--- src/rtl/watch_pkg.sv ---
// watch_pkg: shared constants for the watch time-of-day datapath.
//   - cursor_e : field-select encoding driven by the control unit
//   - *_W      : field register widths
//   - *_MAX    : last legal value of each field before it wraps to 0
package watch_pkg;

    typedef enum logic [1:0] {
        CUR_HOUR = 2'd0,
        CUR_MIN  = 2'd1,
        CUR_SEC  = 2'd2,
        CUR_MSEC = 2'd3
    } cursor_e;

    localparam int unsigned HOUR_W = 5;
    localparam int unsigned MIN_W  = 6;
    localparam int unsigned SEC_W  = 6;
    localparam int unsigned MSEC_W = 7;

    localparam logic [HOUR_W-1:0] HOUR_MAX = 5'd23;
    localparam logic [MIN_W-1:0]  MIN_MAX  = 6'd59;
    localparam logic [SEC_W-1:0]  SEC_MAX  = 6'd59;
    localparam logic [MSEC_W-1:0] MSEC_MAX = 7'd99;

endpackage

--- src/rtl/watch_tick_gen.sv ---
// watch_tick_gen: free-running clock divider producing a 1-clk tick.
// Ports:
//   clk   - system clock
//   reset - asynchronous active-low reset (count -> 0)
//   hold  - freeze the count and suppress the tick
//   clear - synchronous restart of the count at 0
//   tick  - high for one clk while the count sits at DIV-1 (wrap cycle)
module watch_tick_gen #(
    parameter int unsigned DIV = 10
) (
    input  logic clk,
    input  logic reset,
    input  logic hold,
    input  logic clear,
    output logic tick
);

    localparam int unsigned W = (DIV > 1) ? $clog2(DIV) : 1;
    localparam logic [W-1:0] LAST = W'(DIV - 1);

    logic [W-1:0] cnt;

    always_ff @(posedge clk or negedge reset) begin
        if (!reset) begin
            cnt <= '0;
        end else if (clear) begin
            cnt <= '0;
        end else if (!hold) begin
            cnt <= (cnt == LAST) ? '0 : cnt + W'(1);
        end
    end

    assign tick = !hold && (cnt == LAST);

endmodule

--- src/rtl/watch_dp.sv ---
// watch_dp: time-of-day datapath (hour:min:sec:centisecond) for the watch
// edit path. Fields free-run from a divided tick and accept per-field
// inc/dec edits that wrap inside the field without carry/borrow.
// Ports:
//   clk, reset       - clock, asynchronous active-low reset
//   cursor           - field select (watch_pkg::cursor_e)
//   inc_pulse        - +1 on selected field
//   dec_pulse        - -1 on selected field (inc&dec together: no change)
//   reset_pulse      - reload INIT_* and restart the divider
//   edit_active      - edit level, used only with WATCH_DP_EDIT_PAUSE_EN
//   hour/min/sec/msec- registered time fields
//   day_wrap         - 1-clk pulse on 23:59:59.99 -> 00:00:00.00
// Optional build macro: WATCH_DP_EDIT_PAUSE_EN freezes time while
// edit_active is high.
module watch_dp
    import watch_pkg::*;
#(
    parameter int unsigned CLK_HZ    = 100_000_000,
    parameter int unsigned TICK_HZ   = 100,
    parameter int          INIT_HOUR = 12,
    parameter int          INIT_MIN  = 0,
    parameter int          INIT_SEC  = 0,
    parameter int          INIT_MSEC = 0
) (
    input  logic              clk,
    input  logic              reset,
    input  logic [1:0]        cursor,
    input  logic              inc_pulse,
    input  logic              dec_pulse,
    input  logic              reset_pulse,
    input  logic              edit_active,
    output logic [HOUR_W-1:0] hour,
    output logic [MIN_W-1:0]  min,
    output logic [SEC_W-1:0]  sec,
    output logic [MSEC_W-1:0] msec,
    output logic              day_wrap
);

    localparam int unsigned DIV = CLK_HZ / TICK_HZ;

    localparam logic [HOUR_W-1:0] INIT_H = HOUR_W'(INIT_HOUR);
    localparam logic [MIN_W-1:0]  INIT_M = MIN_W'(INIT_MIN);
    localparam logic [SEC_W-1:0]  INIT_S = SEC_W'(INIT_SEC);
    localparam logic [MSEC_W-1:0] INIT_C = MSEC_W'(INIT_MSEC);

    if (INIT_HOUR < 0 || INIT_HOUR > int'(HOUR_MAX)) begin : g_bad_init_hour
        $error("watch_dp: INIT_HOUR out of range");
    end
    if (INIT_MIN < 0 || INIT_MIN > int'(MIN_MAX)) begin : g_bad_init_min
        $error("watch_dp: INIT_MIN out of range");
    end
    if (INIT_SEC < 0 || INIT_SEC > int'(SEC_MAX)) begin : g_bad_init_sec
        $error("watch_dp: INIT_SEC out of range");
    end
    if (INIT_MSEC < 0 || INIT_MSEC > int'(MSEC_MAX)) begin : g_bad_init_msec
        $error("watch_dp: INIT_MSEC out of range");
    end

    logic pause;
`ifdef WATCH_DP_EDIT_PAUSE_EN
    assign pause = edit_active;
`else
    logic unused_edit_active;
    assign unused_edit_active = edit_active;
    assign pause = 1'b0;
`endif

    logic tick;
    logic tick_pend;

    watch_tick_gen #(
        .DIV(DIV)
    ) u_tick_gen (
        .clk  (clk),
        .reset(reset),
        .hold (pause),
        .clear(reset_pulse),
        .tick (tick)
    );

    logic edit_cycle;
    logic run_req;
    logic msec_wrap, sec_wrap, min_wrap, hour_wrap;

    assign edit_cycle = inc_pulse | dec_pulse;
    assign run_req    = !pause && (tick || tick_pend);

    assign msec_wrap = (msec == MSEC_MAX);
    assign sec_wrap  = (sec  == SEC_MAX);
    assign min_wrap  = (min  == MIN_MAX);
    assign hour_wrap = (hour == HOUR_MAX);

    always_ff @(posedge clk or negedge reset) begin
        if (!reset) begin
            hour      <= INIT_H;
            min       <= INIT_M;
            sec       <= INIT_S;
            msec      <= INIT_C;
            day_wrap  <= 1'b0;
            tick_pend <= 1'b0;
        end else begin
            day_wrap <= 1'b0;
            if (reset_pulse) begin
                hour      <= INIT_H;
                min       <= INIT_M;
                sec       <= INIT_S;
                msec      <= INIT_C;
                tick_pend <= 1'b0;
            end else if (edit_cycle) begin
                // A tick landing in an edit cycle is parked; a second one is dropped.
                tick_pend <= (tick_pend || tick) && !pause;
                if (inc_pulse ^ dec_pulse) begin
                    unique case (cursor_e'(cursor))
                        CUR_HOUR: hour <= inc_pulse ? (hour_wrap ? '0 : hour + HOUR_W'(1))
                                                    : ((hour == '0) ? HOUR_MAX : hour - HOUR_W'(1));
                        CUR_MIN:  min  <= inc_pulse ? (min_wrap ? '0 : min + MIN_W'(1))
                                                    : ((min == '0) ? MIN_MAX : min - MIN_W'(1));
                        CUR_SEC:  sec  <= inc_pulse ? (sec_wrap ? '0 : sec + SEC_W'(1))
                                                    : ((sec == '0) ? SEC_MAX : sec - SEC_W'(1));
                        CUR_MSEC: msec <= inc_pulse ? (msec_wrap ? '0 : msec + MSEC_W'(1))
                                                    : ((msec == '0) ? MSEC_MAX : msec - MSEC_W'(1));
                    endcase
                end
            end else if (run_req) begin
                // Pending tick is consumed first; a fresh tick in the same
                // cycle takes its place in the pending slot.
                tick_pend <= tick_pend && tick;
                msec <= msec_wrap ? '0 : msec + MSEC_W'(1);
                if (msec_wrap) begin
                    sec <= sec_wrap ? '0 : sec + SEC_W'(1);
                end
                if (msec_wrap && sec_wrap) begin
                    min <= min_wrap ? '0 : min + MIN_W'(1);
                end
                if (msec_wrap && sec_wrap && min_wrap) begin
                    hour <= hour_wrap ? '0 : hour + HOUR_W'(1);
                end
                day_wrap <= msec_wrap && sec_wrap && min_wrap && hour_wrap;
            end else begin
                tick_pend <= 1'b0;
            end
        end
    end

endmodule

--- config.mk ---
export PLATFORM = sky130hd
export DESIGN_NAME = watch_dp
export DESIGN_NICKNAME = d
export VERILOG_FILES = /design/src/rtl/watch_pkg.sv /design/src/rtl/watch_tick_gen.sv /design/src/rtl/watch_dp.sv
export SDC_FILE = /design/constraint.sdc
export NUM_CORES = 1
export LEC_CHECK = 0
export CAP_MARGIN = 30
export CORE_ASPECT_RATIO = 1.2
export CORE_MARGIN = 3
export CORE_UTILIZATION = 30
export CTS_BUF_LIST = sky130_fd_sc_hd__clkbuf_4 sky130_fd_sc_hd__clkbuf_8
export DETAILED_ROUTE_END_ITERATION = 8
export PLACE_DENSITY = 0.49
export SETUP_SLACK_MARGIN = 0.05
export SYNTH_ARGS = -nofsm -noshare
export SYNTH_HDL_FRONTEND = slang
export SYNTH_SLANG_ARGS = --single-unit
--- constraint.sdc ---
create_clock -name clk -period 2.65 [get_ports clk]
set_input_delay 0.795 -clock clk [delete_from_list [all_inputs] [get_ports clk]]
set_output_delay 0.795 -clock clk [all_outputs]
set_load 0.02 [all_outputs]
==> results of run 1 <==
[cell usage in the layout, fill, tap and decap left out, drive strengths merged, types with 4 or more instances in the layout]
cell,Yosys,routed
and3,9,9
nor4,6,6
o41ai,4,4
nand2b,4,4
ha,13,13
a31oi,6,6
nor3,29,29
a211oi,10,10
nor2,47,47
nand2,21,21
a311oi,9,9
nand3,16,16
o211ai,4,4
nand4,9,9
o31ai,12,12
o21ai,17,17
clkbuf,14,6
inv,21,21
or2,5,5
clkdlybuf4s50,0,30
dfrtp,44,44
xnor2,16,16
a21oi,17,17
xor2,7,7
a32oi,4,4
buf,12,44
mux2i,5,5
[critical path: cells and delay by family]
kind            cells  cell delay, ps
compound gates      3             450
fa+ha+maj           1             330
buf+inv             3             630
simple gates        2             520
[layer usage]
layer,up-vias,global-route usage,part of all wire
met5,-,0,0
met4,0,0.04372,0.012
met3,8,0.02314,0.031
met2,54,0.2628,0.50
met1,1576,0.2125,0.45
li1,1584,-,-
[power breakdown]
group	switching [mW]	internal, mW
Clock	0.266	0.210
Combinational	0.416	0.364
Sequential	0.133	0.758
[cell families after synthesis]
kind of cell | Yosys count
XOR/XNOR | 23
buffers and inverters | 47
AO/OA/AOI/OAI | 99
AND/OR/NAND/NOR | 161
flip-flops | 46
multiplexers | 9
adder cells (fa/ha/maj) | 14
[worst paths after layout]
path,from,to,slack (ps),cells past startpoint
max,inc_pulse,sec[2],170,9
min,u_tick_gen.cnt[0],u_tick_gen.cnt[0],460,1
max reg2reg,sec[0],hour[1],410,6
min reg2reg,u_tick_gen.cnt[0],u_tick_gen.cnt[0],460,1
max in group asynchronous,reset,hour[1],1640,2
min in group asynchronous,reset,sec[1],580,2
[cell type report]
class | instances | area (um2)
Inverter | 21 | 78.83
Timing Repair Buffer | 74 | 653.1
Tap cell | 154 | 192.7
Clock buffer | 6 | 82.58
Multi-Input combinational cell | 306 | 2087
Clock inverter | 2 | 12.51
Fill cell | 1148 | 6828
Sequential cell | 46 | 1154
[sequential cells by signal, indices dropped and copies added (netlist names)]
| name | count |
|---|---|
| sec | 6 |
| tick_pend | 1 |
| day_wrap | 1 |
| u_tick_gen.cnt | 20 |
| msec | 7 |
| min | 6 |
| hour | 5 |
[cell usage after synthesis, types with 2 or more instances]
master and instances:
nor2_1 47, dfrtp_1 44, nor3_1 28, inv_1 21, nand2_1 21, a21oi_1 16
nand3_1 16, o21ai_0 16, xnor2_1 16, clkbuf_1 13, ha_1 13, o31ai_1 11
a211oi_1 10, nand4_1 9, and3_1 8, buf_2 8, a311oi_1 7, xor2_1 7
a31oi_1 5, mux2i_1 5, nor4_1 5, a32oi_1 4, nand2b_1 4, o211ai_1 4
buf_4 3, mux2_2 3, o21a_1 3, or2_2 3, or4_1 3, and2_1 2
dfstp_2 2, nor3b_1 2, o221a_2 2, o22ai_1 2, o31a_1 2, o41ai_1 2
o41ai_2 2, or2_1 2, or3_1 2
[stage by stage]
stage	std cells	TNS, ps	setup slack (ps)
global placement	601	-3766	-238.2
global route	609	0	27.80
CTS	609	0	68.59
finish	609	0	171.0
floorplan	399	0	77.25
detailed placement	601	-3848	-245.3
[timing repair]
action                                  CTS  global route
hold buffers                              0             0
gates resized for setup                   0             6
endpoints found under the setup margin    0            13
==> impl_metrics.csv, run 1 <==
group,metric,value,unit
drt,drc,0,
global_routing,grt_remaining_overflow,0,
yosys,syn_area,3421,um2
drt,drtPass1Iterations,4,
setup_path,end_kind,"register",
floorplan,die_x,103.5,um
drt,first_iter_violations,194,
global_routing,grt.total_usage,0.1580,
sta,hold_ws,461.3,ps
global_routing,grt_pass1_vias,3232,
drt,num_vias,3222,
yosys,async_flop_share,1.000,
global_routing,grt_pass1_wl,16.10,mm
clock_network,cts_inserted_buffers,5,
yosys,synth_compound_area_frac,0.2209,
yosys,yosys.area.top_type_share,0.3219,
run,drv_cap,0,
placement,dpl-instance-area,4138,um2
sta,rsz0062_at_grt,"true",
yosys,avgSynthCellArea,8.573,um2
floorplan,dieHeight,123.0,um
clock_network,cts_tree,"built",
power,p_leak,1.713,nW
floorplan,num_rows,42,
sta,worstMarginPinSlew,662.0,ps
sta,finalSetupViolations,0,
setup_path,path_max_fanout,3,
sta,slew_headroom,0.5524,
floorplan,dieArea,12730,um2
setup_path,cpMaxStageDelayCell,"clkdlybuf4s50_1",
sta,skew,13.88,ps
clock_network,cts_max_level,2,
yosys,syn_inst,399,
clock_network,clock_latency,320,ps
sta,max_freq,403.4,MHz
min_path,hold_class,"register to register",
power,p_per_area,504.3,nW/um2
yosys,synth_edf_count,0,
sta,drv_slew,0,
setup_path,startpoint_type,"input pin",
setup_path,path_class,"input pin to register",
yosys,ys_types,65,
setup_path,required,2890,ps
sta,hold_violations,0,
layout,area_growth,24.54,%
layout,antennaDiodeCount,0,
yosys,seq_area_frac_synth,0.3372,
sta,period_needed,2479,ps
setup_path,worstPathCellList,"clkdlybuf4s50_1, inv_1, ha_2, buf_4, nand2_1, o21ai_0, o21ai_2, or4_1, a21oi_1",
drt,wl_per_cell,15.56,um
yosys,synth_seq_cells,46,
floorplan,start_util,0.3085,
placement,dp.final_hpwl,6.820,mm
yosys,synthAdderAreaFrac,0.05048,
floorplan,num_io_pins,33,
power,peakVddDrop,168.6,uV
yosys,yosysTopAreaCell,"dfrtp_1",
yosys,synth_ff_type,"dfrtp_1",
yosys,synth_top_family_by_area,"simple AND/OR/NAND/NOR gates",
layout,drive_gt1_frac,0.1824,
placement,place_congestion,0.8215,
layout,nNetsFinal,475,
layout,postLayoutCellArea,4260,um2
yosys,ys_warn_count,0,
yosys,yosys-top-cells-area,"dfrtp_1 32%, nor2_1 5.2%, ha_1 4.8%, nor3_1 4.1%, xnor2_1 4.1%",
clock_network,cts_sinks,46,
sta,post-route-period-util,0.9355,
yosys,synth-simple-area-share,0.2407,
layout,finish.utilization,0.3842,
clock_network,postCtsSetupBuffers,0,
global_routing,antenna_found_initial,0,
power,p_total,2.149,mW
floorplan,coreArea,11090,um2
drt,via_per_inst,5.291,
yosys,syn-num-nets,420,
clock_network,clk_pin_slew_worst_paths,90,ps
drt,drtAntennaViolNets,0,
global_routing,grt_max_degree,47,
status,status,"finished clean",
setup_path,cpPeakStageDelay,470,ps
drt,postRouteWirelength,9.479,mm
yosys,synth_xor_area_frac,0.05889,
setup_path,arrival,2720,ps
placement,numPortBuffers,31,
clock_network,cts_root_buf,"clkbuf_8",
clock_network,clockBufferDepth,2,
yosys,synthMuxAreaShare,0.03109,
(Power assumes the default switching activity.)
==> run 2, diff against run 1 <==
Settings changed: CORE_MARGIN 3 to 2.
==> impl_metrics.csv, run 2 (synthesis results as in run 1) <==
group,metric,value,unit
setup_path,path_max_fanout,4,
global_routing,grt_pass1_wl,15.45,mm
layout,final_common_cell,"nor2_1",
layout,regArea,1154,um2
power,peakVddDrop,294.8,uV
power,p_leak,1.710,nW
clock_network,clock_latency,310,ps
run,drv_cap,0,
clock_network,cts_inserted_buffers,5,
drt,drc,0,
setup_path,startpoint_type,"input pin",
placement,numPortBuffers,31,
floorplan,start_util,0.3085,
power,p_total,2.233,mW
drt,first_iter_violations,169,
layout,multi_input_area,2090,um2
sta,setup_tns,0,ps
layout,drive_gt1_frac,0.1850,
drt,num_vias,3248,
global_routing,antenna_found_initial,0,
layout,area_growth,24.76,%
setup_path,worstPathCellList,"clkdlybuf4s50_1, inv_1, ha_2, buf_4, nand2_1, o21ai_1, o21ai_2, buf_4, a211oi_1, o221a_2",
floorplan,dieHeight,121.0,um
clock_network,cts_max_level,2,
drt,postRouteWirelength,9.204,mm
setup_path,cpMaxStageDelayCell,"clkdlybuf4s50_1",
floorplan,coreArea,11090,um2
layout,reg.largest.list,"u_tick_gen.cnt: 20 flops, msec: 7 flops",
sta,period_needed,2493,ps
sta,skew,6.505,ps
global_routing,grt_max_degree,30,
layout,antennaDiodeCount,0,
power,p_per_area,523.2,nW/um2
sta,drv_slew,0,
floorplan,dieArea,12280,um2
sta,worstMarginPinSlew,704.5,ps
drt,drtPass1Iterations,6,
layout,finish.utilization,0.3849,
layout,layout_common_cells,"47 x nor2_1, 44 x dfrtp_1, 41 x buf_4",
clock_network,postCtsSetupBuffers,0,
sta,rsz0062_at_grt,"false",
floorplan,num_rows,42,
layout,fillers,1141,
layout,largest-register,"u_tick_gen.cnt",
drt,via_per_inst,5.342,
setup_path,path_class,"input pin to register",
clock_network,cts_sinks,46,
clock_network,cts_tree,"built",
drt,drtAntennaViolNets,0,
drt,wl_per_cell,15.14,um
global_routing,grt_pass1_vias,3151,
setup_path,end_kind,"register",
status,status,"finished clean",
global_routing,grt.total_usage,0.1556,
layout,largest_reg_flops,20,
sta,post-route-period-util,0.9406,
clock_network,clockBufferDepth,2,
setup_path,cpPeakStageDelay,480,ps
sta,slew_headroom,0.5303,
placement,place_congestion,0.8072,
floorplan,die_x,101.5,um
sta,hold_violations,0,
clock_network,cts_hold_buf,0,
sta,max_freq,401.2,MHz
setup_path,timing.critical_path.mode_cell,"buf_4",
floorplan,num_io_pins,33,
placement,dp.final_hpwl,6.705,mm
sta,finalSetupViolations,0,
global_routing,grt_remaining_overflow,0,
clock_network,clk_pin_slew_worst_paths,100,ps
clock_network,cts_root_buf,"clkbuf_8",
layout,nNetsFinal,474,
setup_path,arrival,2750,ps
setup_path,required,2900,ps
min_path,hold_class,"register to register",
-- run 2: timing repair --
item | 4_1_cts | 5_1_grt
gates resized for setup | 0 | 9
endpoints found under the hold margin | 0 | 0
setup endpoints to repair | 0 | 13
-- run 2: final timing paths --
check                                  startpoint                  to  slack (ps)  cells after the start
worst max-delay path                    inc_pulse              sec[0]         160                     10
worst min-delay path            u_tick_gen.cnt[0]   u_tick_gen.cnt[0]         460                      1
worst min register to register  u_tick_gen.cnt[0]   u_tick_gen.cnt[0]         460                      1
max in group asynchronous                   reset  u_tick_gen.cnt[11]        1510                      2
worst max register to register             sec[0]             hour[2]         430                      6
min in group asynchronous                   reset              sec[0]         520                      1
-- run 2: critical path: cells and delay by family --
kind            cells  cell delay (ps)
buf+inv             4              800
compound gates      4              780
simple gates        1               60
fa+ha+maj           1              330
-- run 2: area by class of cell --
type,instances,area share
tap,154,0.04515
inverter,21,0.01935
multi-input combinational,306,0.4896
timing repair buffer,73,0.1483
clock inverter,3,0.01114
clock buffer,5,0.01612
sequential,46,0.2703
-- run 2: per-layer routing --
| metal | global-route usage | vias up | wire length [um] |
|---|---|---|---|
| met5 | 0 | - | 0 |
| met2 | 0.2603 | 75 | 4589 |
| li1 | - | 1578 | - |
| met1 | 0.2064 | 1579 | 4130 |
| met3 | 0.01901 | 16 | 294 |
| met4 | 0.05236 | 0 | 190 |
-- run 2: power by group --
group / internal (mW) / switching, mW
sequential: 0.759 / 0.127
clock: 0.288 / 0.277
combinational: 0.367 / 0.415
-- run 2: through the flow --
stage | hold slack, ps | instances | worst slack [ps] | area (um2)
after floorplan | 423.9 | 399 | 77.25 | 3421
after global placement | 435.2 | 600 | -233.3 | 4118
after detailed placement | 447.4 | 600 | -263.9 | 4118
after CTS | 459.5 | 608 | 73.61 | 4234
after global routing | 476.6 | 608 | 66.43 | 4268
final | 458.2 | 608 | 157.4 | 4268
==> run 3, diff against run 2 <==
Settings changed: MAX_ROUTING_LAYER set to met4, SKIP_CTS_REPAIR_TIMING set to 1.
==> impl_metrics.csv, run 3 (synthesis results as in run 1) <==
group,metric,value,unit
clock_network,clockBufferDepth,2,
layout,reg.largest.list,"u_tick_gen.cnt: 20 flops, msec: 7 flops",
global_routing,grt.total_usage,0.1599,
power,p_per_area,522.7,nW/um2
setup_path,required,2900,ps
power,peakVddDrop,292.0,uV
sta,slew_headroom,0.5311,
sta,setup_tns,0,ps
clock_network,clk_pin_slew_worst_paths,100,ps
setup_path,cpMaxStageDelayCell,"clkdlybuf4s50_1",
floorplan,die_x,101.5,um
setup_path,cpPeakStageDelay,480,ps
floorplan,num_rows,42,
placement,dp.final_hpwl,6.705,mm
setup_path,worstPathCellList,"clkdlybuf4s50_1, inv_1, ha_2, buf_4, nand2_1, o21ai_1, o21ai_2, buf_4, a211oi_1, o221a_2",
sta,skew,8.310,ps
floorplan,num_io_pins,33,
layout,final_common_cell,"nor2_1",
drt,drtAntennaViolNets,0,
layout,antennaDiodeCount,0,
sta,hold_violations,0,
global_routing,grt_pass1_wl,15.45,mm
setup_path,arrival,2750,ps
drt,drc,0,
setup_path,rrSetupSlack,430,ps
placement,place_congestion,0.8190,
sta,post-route-period-util,0.9406,
layout,fillers,1141,
sta,worstMarginPinSlew,703.3,ps
setup_path,startpoint_type,"input pin",
layout,largest_reg_flops,20,
layout,regArea,1154,um2
setup_path,end_kind,"register",
min_path,hold_class,"register to register",
sta,period_needed,2492,ps
floorplan,dieArea,12280,um2
status,status,"finished clean",
drt,postRouteWirelength,9.183,mm
drt,num_vias,3231,
drt,wl_per_cell,15.10,um
sta,hold_ws,458.2,ps
sta,finalSetupViolations,0,
layout,area_growth,24.76,%
clock_network,cts_tree,"built",
global_routing,grt_pass1_vias,3150,
layout,nNetsFinal,474,
layout,drive_gt1_frac,0.1850,
sta,rsz0062_at_grt,"false",
floorplan,dieHeight,121.0,um
clock_network,cts_sinks,46,
global_routing,antenna_found_initial,0,
global_routing,grt_remaining_overflow,0,
drt,via_per_inst,5.314,
clock_network,cts_root_buf,"clkbuf_8",
placement,numPortBuffers,31,
layout,largest-register,"u_tick_gen.cnt",
clock_network,cts_max_level,2,
global_routing,grt_max_degree,30,
sta,drv_slew,0,
setup_path,path_class,"input pin to register",
layout,multi_input_area,2090,um2
power,p_leak,1.710,nW
sta,max_freq,401.2,MHz
clock_network,clock_latency,310,ps
floorplan,start_util,0.3085,
floorplan,coreArea,11090,um2
layout,layout_common_cells,"47 x nor2_1, 44 x dfrtp_1, 41 x buf_4",
clock_network,cts_inserted_buffers,5,
drt,first_iter_violations,176,
run,drv_cap,0,
setup_path,path_max_fanout,4,
setup_path,timing.critical_path.mode_cell,"buf_4",
drt,drtPass1Iterations,7,
==> run 3: layout make-up <==
class	count	share of cell area
Clock buffer	5	0.01612
Clock inverter	3	0.01114
Inverter	21	0.01935
Multi-Input combinational cell	306	0.4896
Sequential cell	46	0.2703
Tap cell	154	0.04515
Timing Repair Buffer	73	0.1483
==> run 3: path summary, 6_finish.rpt <==
kind,end,from,depth (start not counted)
hold reg to reg,u_tick_gen.cnt[0],u_tick_gen.cnt[0],1
min in group asynchronous,sec[0],reset,1
setup reg to reg,hour[2],sec[0],6
setup / recovery,sec[0],inc_pulse,10
hold / removal,u_tick_gen.cnt[0],u_tick_gen.cnt[0],1
max in group asynchronous,u_tick_gen.cnt[11],reset,2
==> run 3: power breakdown <==
part | switching, mW | internal (mW) | total, mW
Sequential | 0.127 | 0.759 | 0.885
Combinational | 0.414 | 0.367 | 0.781
Clock | 0.276 | 0.288 | 0.564
==> run 3: through the flow <==
step             util  std cells  cell area [um2]  total power [mW]  worst slack, ps
2_1_floorplan       -        399             3421             1.365            77.25
3_3_place_gp   0.3714        600             4118             1.673           -233.3
3_5_place_dp   0.3714        600             4118             1.675           -263.9
4_1_cts        0.3819        608             4234             2.256            73.61
5_1_grt        0.3849        608             4268             2.374            66.49
6_report       0.3849        608             4268             2.231            157.5
==> run 3: critical path: cells and delay by family <==
family	cells	cell delay, ps
buffers and inverters	4	800
and+or+nand+nor	1	60
adders and majority gates	1	330
AOI/OAI and AO/OA	4	780
==> run 3: per-layer routing <==
metal	wire, um	share of wire	GRT usage
met4	183	0.020	0.05236
met3	322	0.035	0.01901
met5	0	0	-
met2	4571	0.50	0.2603
met1	4105	0.45	0.2067
